<file path="src/rtl/spi_frame_ctrl.sv">
// SPI master frame sequencer (CPHA=0, selectable CPOL): drives the load/shift/capture
// controls of an external shift register and generates sclk, cs_n and a retimed mosi.
module spi_frame_ctrl #(
  parameter int WIDTH     = 32,
  parameter int DIV_WIDTH = 8,
  parameter int LEN_W     = $clog2(WIDTH + 1)
) (
  input  logic                 clk,
  input  logic                 reset,
  input  logic [DIV_WIDTH-1:0] cfg_clk_div,
  input  logic [LEN_W-1:0]     cfg_len,
  input  logic                 cfg_cpol,
  input  logic                 cfg_msb_first,
  input  logic                 start_valid,
  output logic                 start_ready,
  input  logic                 abort,
  input  logic                 sr_serial_out,
  output logic                 sr_load,
  output logic                 sr_shift,
  output logic                 sr_capture,
  output logic                 sr_left_right,
  output logic                 sclk,
  output logic                 cs_n,
  output logic                 mosi,
  output logic                 busy,
  output logic                 rx_valid
);

  typedef enum logic [1:0] {
    ST_IDLE,
    ST_SETUP,
    ST_SHIFT,
    ST_HOLD
  } state_e;

  state_e               state_q, state_d;
  logic [DIV_WIDTH-1:0] cnt_q, cnt_d;
  logic [DIV_WIDTH-1:0] hm1_q, hm1_d;
  logic [LEN_W-1:0]     len_q, len_d;
  logic [LEN_W-1:0]     bit_cnt_q, bit_cnt_d;
  logic                 cpol_q, cpol_d;
  logic                 msb_q, msb_d;
  logic                 sclk_q, sclk_d;
  logic                 cs_n_q, cs_n_d;
  logic                 mosi_q, mosi_d;
  logic                 ready_q, ready_d;
  logic                 rx_valid_q, rx_valid_d;
  logic                 shift_q, shift_d;
  logic                 capture_q, capture_d;

  logic [DIV_WIDTH-1:0] cfg_hm1;
  logic [LEN_W-1:0]     cfg_len_eff;
  logic [LEN_W-1:0]     bit_cnt_inc;
  logic                 accept;
  logic                 half_done;
  logic                 in_idle;

  // Half-period minus one; dividers below 2 are clamped so H is never under 3 cycles.
  assign cfg_hm1     = (cfg_clk_div < DIV_WIDTH'(2)) ? DIV_WIDTH'(2) : cfg_clk_div;
  assign cfg_len_eff = ((cfg_len == '0) || (cfg_len > LEN_W'(WIDTH))) ? LEN_W'(WIDTH) : cfg_len;

  assign in_idle     = (state_q == ST_IDLE);
  assign accept      = in_idle & start_valid & ready_q;
  assign half_done   = (cnt_q == hm1_q);
  assign bit_cnt_inc = bit_cnt_q + LEN_W'(1);

  always_comb begin
    // NOTE: every variable gets its hold/default value first so no path leaves it
    // unassigned; otherwise synthesis infers a latch.
    state_d    = state_q;
    cnt_d      = cnt_q;
    hm1_d      = hm1_q;
    len_d      = len_q;
    bit_cnt_d  = bit_cnt_q;
    cpol_d     = cpol_q;
    msb_d      = msb_q;
    sclk_d     = sclk_q;
    cs_n_d     = cs_n_q;
    mosi_d     = mosi_q;
    rx_valid_d = 1'b0;
    shift_d    = 1'b0;
    capture_d  = 1'b0;

    if (!in_idle) begin
      mosi_d = sr_serial_out;
    end

    unique case (state_q)
      ST_IDLE: begin
        sclk_d = cfg_cpol;
        if (accept) begin
          hm1_d     = cfg_hm1;
          len_d     = cfg_len_eff;
          cpol_d    = cfg_cpol;
          msb_d     = cfg_msb_first;
          cnt_d     = '0;
          bit_cnt_d = '0;
          cs_n_d    = 1'b0;
          shift_d   = 1'b1;
          state_d   = ST_SETUP;
        end
      end

      ST_SETUP: begin
        if (half_done) begin
          cnt_d     = '0;
          sclk_d    = ~cpol_q;
          capture_d = 1'b1;
          state_d   = ST_SHIFT;
        end else begin
          cnt_d = cnt_q + DIV_WIDTH'(1);
        end
      end

      ST_SHIFT: begin
        if (half_done) begin
          cnt_d  = '0;
          sclk_d = ~sclk_q;
          if (sclk_q != cpol_q) begin
            // End of a leading half: this toggle is a trailing edge, one bit done.
            bit_cnt_d = bit_cnt_inc;
            if (bit_cnt_inc == len_q) begin
              state_d = ST_HOLD;
            end else begin
              shift_d = 1'b1;
            end
          end else begin
            capture_d = 1'b1;
          end
        end else begin
          cnt_d = cnt_q + DIV_WIDTH'(1);
        end
      end

      ST_HOLD: begin
        if (half_done) begin
          cs_n_d     = 1'b1;
          rx_valid_d = 1'b1;
          state_d    = ST_IDLE;
        end else begin
          cnt_d = cnt_q + DIV_WIDTH'(1);
        end
      end

      default: begin
        state_d = ST_IDLE;
      end
    endcase

    // Abort overrides everything once a frame is in flight; in IDLE it is ignored.
    if (abort && !in_idle) begin
      state_d    = ST_IDLE;
      cnt_d      = '0;
      cs_n_d     = 1'b1;
      sclk_d     = cpol_q;
      rx_valid_d = 1'b0;
      shift_d    = 1'b0;
      capture_d  = 1'b0;
    end

    ready_d = (state_d == ST_IDLE);
  end

  always_ff @(posedge clk or negedge reset) begin
    if (!reset) begin
      state_q    <= ST_IDLE;
      cnt_q      <= '0;
      hm1_q      <= DIV_WIDTH'(2);
      len_q      <= LEN_W'(WIDTH);
      bit_cnt_q  <= '0;
      cpol_q     <= 1'b0;
      msb_q      <= 1'b1;
      sclk_q     <= 1'b0;
      cs_n_q     <= 1'b1;
      mosi_q     <= 1'b1;
      ready_q    <= 1'b0;
      rx_valid_q <= 1'b0;
      shift_q    <= 1'b0;
      capture_q  <= 1'b0;
    end else begin
      // NOTE: non-blocking assignments so every flop samples the pre-edge value of
      // the others, independent of statement order.
      state_q    <= state_d;
      cnt_q      <= cnt_d;
      hm1_q      <= hm1_d;
      len_q      <= len_d;
      bit_cnt_q  <= bit_cnt_d;
      cpol_q     <= cpol_d;
      msb_q      <= msb_d;
      sclk_q     <= sclk_d;
      cs_n_q     <= cs_n_d;
      mosi_q     <= mosi_d;
      ready_q    <= ready_d;
      rx_valid_q <= rx_valid_d;
      shift_q    <= shift_d;
      capture_q  <= capture_d;
    end
  end

  assign start_ready   = ready_q;
  assign sr_load       = accept;
  assign sr_shift      = shift_q;
  assign sr_capture    = capture_q;
  assign sr_left_right = msb_q;
  assign sclk          = sclk_q;
  assign cs_n          = cs_n_q;
  assign mosi          = mosi_q;
  assign busy          = ~in_idle;
  assign rx_valid      = rx_valid_q;

endmodule

</file>
<file path="config.mk">
export PLATFORM = sky130hd
export DESIGN_NAME = spi_frame_ctrl
export DESIGN_NICKNAME = d
export VERILOG_FILES = /design/src/rtl/spi_frame_ctrl.sv
export SDC_FILE = /design/constraint.sdc
export NUM_CORES = 1
export LEC_CHECK = 0
export ABC_AREA = 1
export BUFFER_PORTS_ARGS = -buffer_cell sky130_fd_sc_hd__buf_2
export CAP_MARGIN = 20
export CORE_ASPECT_RATIO = 1.25
export CORE_UTILIZATION = 58
export DETAILED_ROUTE_END_ITERATION = 7
export PLACE_DENSITY = 0.77
export SYNTH_ARGS = -nofsm -noshare
export SYNTH_HDL_FRONTEND = slang
export SYNTH_SLANG_ARGS = --single-unit
</file>
<file path="constraint.sdc">
create_clock -name clk -period 2.3 [get_ports clk]
set_input_delay 0.69 -clock clk [delete_from_list [all_inputs] [get_ports clk]]
set_output_delay 0.69 -clock clk [all_outputs]
set_load 0.03 [all_outputs]
</file>
# --- Word level (Yosys, flattened, before mapping) ---
# Cells that the tools add are included.
word_totals:
  register_bits: 39
  in_bits: 21
  output_inout_bits: 10
op_classes:
  add_sub_neg: 2
  magnitude_cmp: 2
  eq_ne: 14
  mux: 40
  n_bitwise: 5
  reduce_logical: 15
op_table:
  columns: ["cell", "n"]
  rows:
  - ["2-to-1 mux 8 bit", 5]
  - ["2-to-1 mux 6 bit", 4]
  - ["case mux 8 bit (3 select lines)", 1]
  - ["2-to-1 mux 1 bit", 17]
  - ["2-to-1 mux 2 bit", 7]
  - ["inequality test 3 bit (second input constant)", 4]
  - ["case mux 6 bit (2 select lines)", 1]
  - ["adder 8 x 1 -> 8 bit (second input constant)", 1]
  - ["equality test 8 bit", 1]
  - ["< comparator 8 x 2 -> 1 bit (second input constant)", 1]
  - ["case mux 2 bit (4 select lines)", 1]
  - ["adder 6 x 1 -> 6 bit (second input constant)", 1]
  - ["equality test 6 bit", 1]
  - ["> comparator 6 bit (second input constant)", 1]
  - ["logical NOT 6 bit", 1]
  - ["inequality test 2 bit (second input constant)", 3]
  - ["case mux 1 bit (2 select lines)", 3]
  - ["AND reduction 3 bit", 2]
  - ["equality test 2 bit (second input constant)", 2]
  - ["logical NOT 2 bit", 2]
  - ["AND reduction 2 bit", 2]
  - ["AND reduction 4 bit", 1]
  - ["nonzero test 4 bit", 1]
  - ["inequality test 3 x 2 -> 1 bit (second input constant)", 1]
  - ["11 further kinds", 14]

# --- Longest topological paths before layout ---
logic_depth:
  ltp_word: 8
  ltp_mapped: 14
  depth_no_buf: 14

# --- Worst setup path before layout ---
# No wires, ideal clock.
synth_timing:
  path_kind: "flip-flop to output port"
  start: "reg state_q[0]"
  end: "out sr_load"
  arrival_ns: 1.483
  slack_ns: 0.127
  stages_incl_launch_ff: 7
  n_path_buf: 2
  cell_sequence: "dfrtp_1 inv_1 ha_1 buf_4 nand3_4 inv_2 clkbuf_1"
synth_between:
  elab_chain_len: 3
synth_rtl:
  columns: ["item", "line_no", "text"]
  rows:
  - ["start: declaration", "36", "state_e state_q, state_d;"]
  - ["start signal: assignment", "183", "state_q <= state_d;"]
  - ["logical NOT 2 bit", "62", "assign in_idle = (state_q == ST_IDLE);"]
  - ["AND 1 bit (2 in a row)", "63", "assign accept = in_idle & start_valid & ready_q;"]
  - ["end: declaration", "18", "output logic sr_load,"]
# Every way passes these cells.

# --- Worst setup path in the final report ---
layout_timing:
  start: "reg state_q[1]"
  end: "out sr_load"
# Same word-level chain as after synthesis.

==> results_dict.tcl <==
set metrics [dict create \
    layout_common_cells "nand2_1 (105), inv_1 (53), dfrtp_1 (34)" \
    cp.required_ns 1.61 \
    drive_gt1_frac 0.2283 \
    grtUsageTotal 0.2637 \
    ys_seq_area_frac 0.3846 \
    route.detailed.drc 0 \
    placed_cells 429 \
    internal-power_mw 1.811 \
    clkPwrFrac 0.130 \
    areaGrowthSynthToFinish_pct 12.69 \
    gp_congestion 0.8991 \
    setup_ws_ns 0.1092 \
    tightestPinTransition_ns 0.5445 \
    p_sw_mw 1.671 \
    rsz0062_at_grt "false" \
    fin_crit_sh 0.9525 \
    core_sq_um 4164 \
    vias 2255 \
    post-route-util 0.6911 \
    ys_warn_count 0 \
    cp_max_fo 8 \
    cts_buffers 5 \
    insertion_delay_ns 0.30 \
    drt_iter0_markers 114 \
    synth_area_sq_um 2554 \
    fin_crit_ns 2.191 \
    drv_cap 0 \
    avgSynthCellArea_sq_um 7.381 \
    slew_viol_final 0 \
    clkTransAtPathRegs_ns 0.08 \
    tns_ns 0 \
    pwr-share-seq 0.315 \
    antenna_found_initial 0 \
    die_area_sq_um 4674 \
    status "completed" \
    num_antenna_cells 0 \
    rr_endpoint "cnt_q[7]" \
    vdd_drop_max_mv 0.6359 \
    fillers 396 \
    htreeDepth 2 \
    die_x_um 61.35 \
    p_sw_frac 0.4798 \
    drt-vias-per-instance 5.160 \
    cts_hold_buf 0 \
    r2r-start "state_q[1]" \
    ys_ff_latch 39 \
    finalHoldViolations 0 \
    ant_nets 0 \
    grt_pass1_wl_um 9315 \
    initial_core_util 0.6133 \
    synth.distinct_cells 36 \
    setup_viol 0 \
    cts_tree "yes" \
    instances_no_fill 437 \
    place_hpwl_um 4174 \
    grt_max_degree 22 \
    rows 26 \
    finClkSkew_ns 0.01126 \
    powerDensity_nw_per_um2 1210 \
    worstRegToRegCells 10 \
    clockBufferDepth 2 \
    totalPowerFinal_mw 3.482 \
    syn_nets 373 \
    finalNetCount 407 \
    cp.arrival_ns 1.50 \
    synth_cells 346 \
    cts.root.buffer_cell "clkbuf_8" \
    r2r_slack_ns 0.52 \
    seqCellArea_sq_um 982.2 \
    multiInputGateArea_sq_um 1305 \
    cp-startpoint "state_q[1]" \
    fmax_mhz 456.5 \
    drtPass1Iterations 4 \
    clkSinkCount 39 \
    grt-ovfl-total 0 \
    worstSetupPathType "flop to output port" \
    worstSetupEndpointType "output port" \
    port_buffers 30 \
    dp_slack_ns 0.1825 \
    avgRoutedWirePerCell_um 12.41 \
    die_y_um 76.19 \
    wirelength_um 5422 \
    hold_path.class "input port to asynchronous set/reset pin" \
    grt_pass1_vias 2298 \
    maxSlewHeadroom 0.6357 \
    leakage_nw 1.490 \
    cp-endpoint "sr_load" \
    ios 31 \
    mostFrequentLayoutCell "nand2_1" \
    start_kind "flop" \
    p_comb_frac 0.555 \
]
==> Yosys cell counts, drive strengths merged <==
cell type	n	area (sq um)
nand2	118	500.5
inv	60	225.2
dfrtp	34	850.8
nand3	33	217.7
nor2	29	175.2
o21ai	23	115.1
nand4	9	56.30
ha	6	75.07
buf	5	32.53
dfstp	5	131.4
o22ai	3	18.77
xnor2	3	33.79
a211oi	2	15.01
a21oi	2	10.01
clkbuf	2	7.510
clkinv	2	13.76
nand3b	2	15.01
xor2	2	17.52
a22o	1	8.760
a22oi	1	7.510
nor3	1	5.000
nor4	1	6.260
o221ai	1	8.760
or2	1	6.260
==> how the worst min path moves through the flow <==
stage / startpoint / endpoint / slack, ns
after CTS: reset / bit_cnt_q[0] / 0.35
after detailed placement: mosi / mosi / 0.46
final: reset / bit_cnt_q[0] / 0.34
after global placement: sr_left_right / sr_left_right / 0.45
after floorplan: reset / bit_cnt_q[0] / 0.39
after global routing: reset / bit_cnt_q[0] / 0.36
==> power by group through the flow <==
stage | registers, mW | clock network [mW] | logic, mW
3_5_place_dp | 1.11 | 0 | 1.88
5_1_grt | 1.12 | 0.495 | 2.17
3_3_place_gp | 1.10 | 0 | 1.85
2_1_floorplan | 1.18 | 0 | 1.42
6_report | 1.10 | 0.451 | 1.93
4_1_cts | 1.10 | 0.464 | 1.93
==> critical path: stages, from the launching register on <==
cell,delay [ns]
dfrtp_1,0.42
inv_1,0.15
ha_4,0.22
nand3_4,0.09
inv_4,0.11
clkbuf_4,0.20
==> per-stage QoR <==
stage | instance area [sq um] | hold slack [ns]
6_report | 2878 | 0.3406
5_1_grt | 2878 | 0.3622
4_1_cts | 2873 | 0.3489
3_5_place_dp | 2776 | 0.4632
3_3_place_gp | 2776 | 0.4540
2_1_floorplan | 2554 | 0.3944
==> timing repair <==
item                       in CTS  in global routing
resized for setup               2                  3
buffers inserted                0                  0
setup endpoints to repair       2                  1
==> kinds of logic after synthesis <==
group / synth area share
flops: 0.3846
simple gates: 0.3846
fa+ha+maj: 0.02940
buf+inv: 0.1093
compound gates: 0.07202
xor+xnor: 0.02009
==> metal layers <==
layer,up-vias,GRT usage,part of all wire
li1,1150,-,-
met1,1029,0.2778,0.39
met2,61,0.4663,0.54
met3,15,0.05942,0.039
met4,0,0.1333,0.028
met5,-,0,0
==> sequential cells by signal, summed over array words and instances, names as in the netlist, 2 cells and up <==
name and count:
state_q 2, cnt_q 8, bit_cnt_q 6, len_q 6, hm1_q 8
==> cell type report <==
class,instances,area share
multi-input cells,238,0.4535
flip-flops and latches,39,0.3413
inverters,62,0.08391
repair buffers,34,0.06783
clock buffers,7,0.02652
well taps,56,0.02435
clock inverters,1,0.002609
Power figures use the tool's default switching activity.
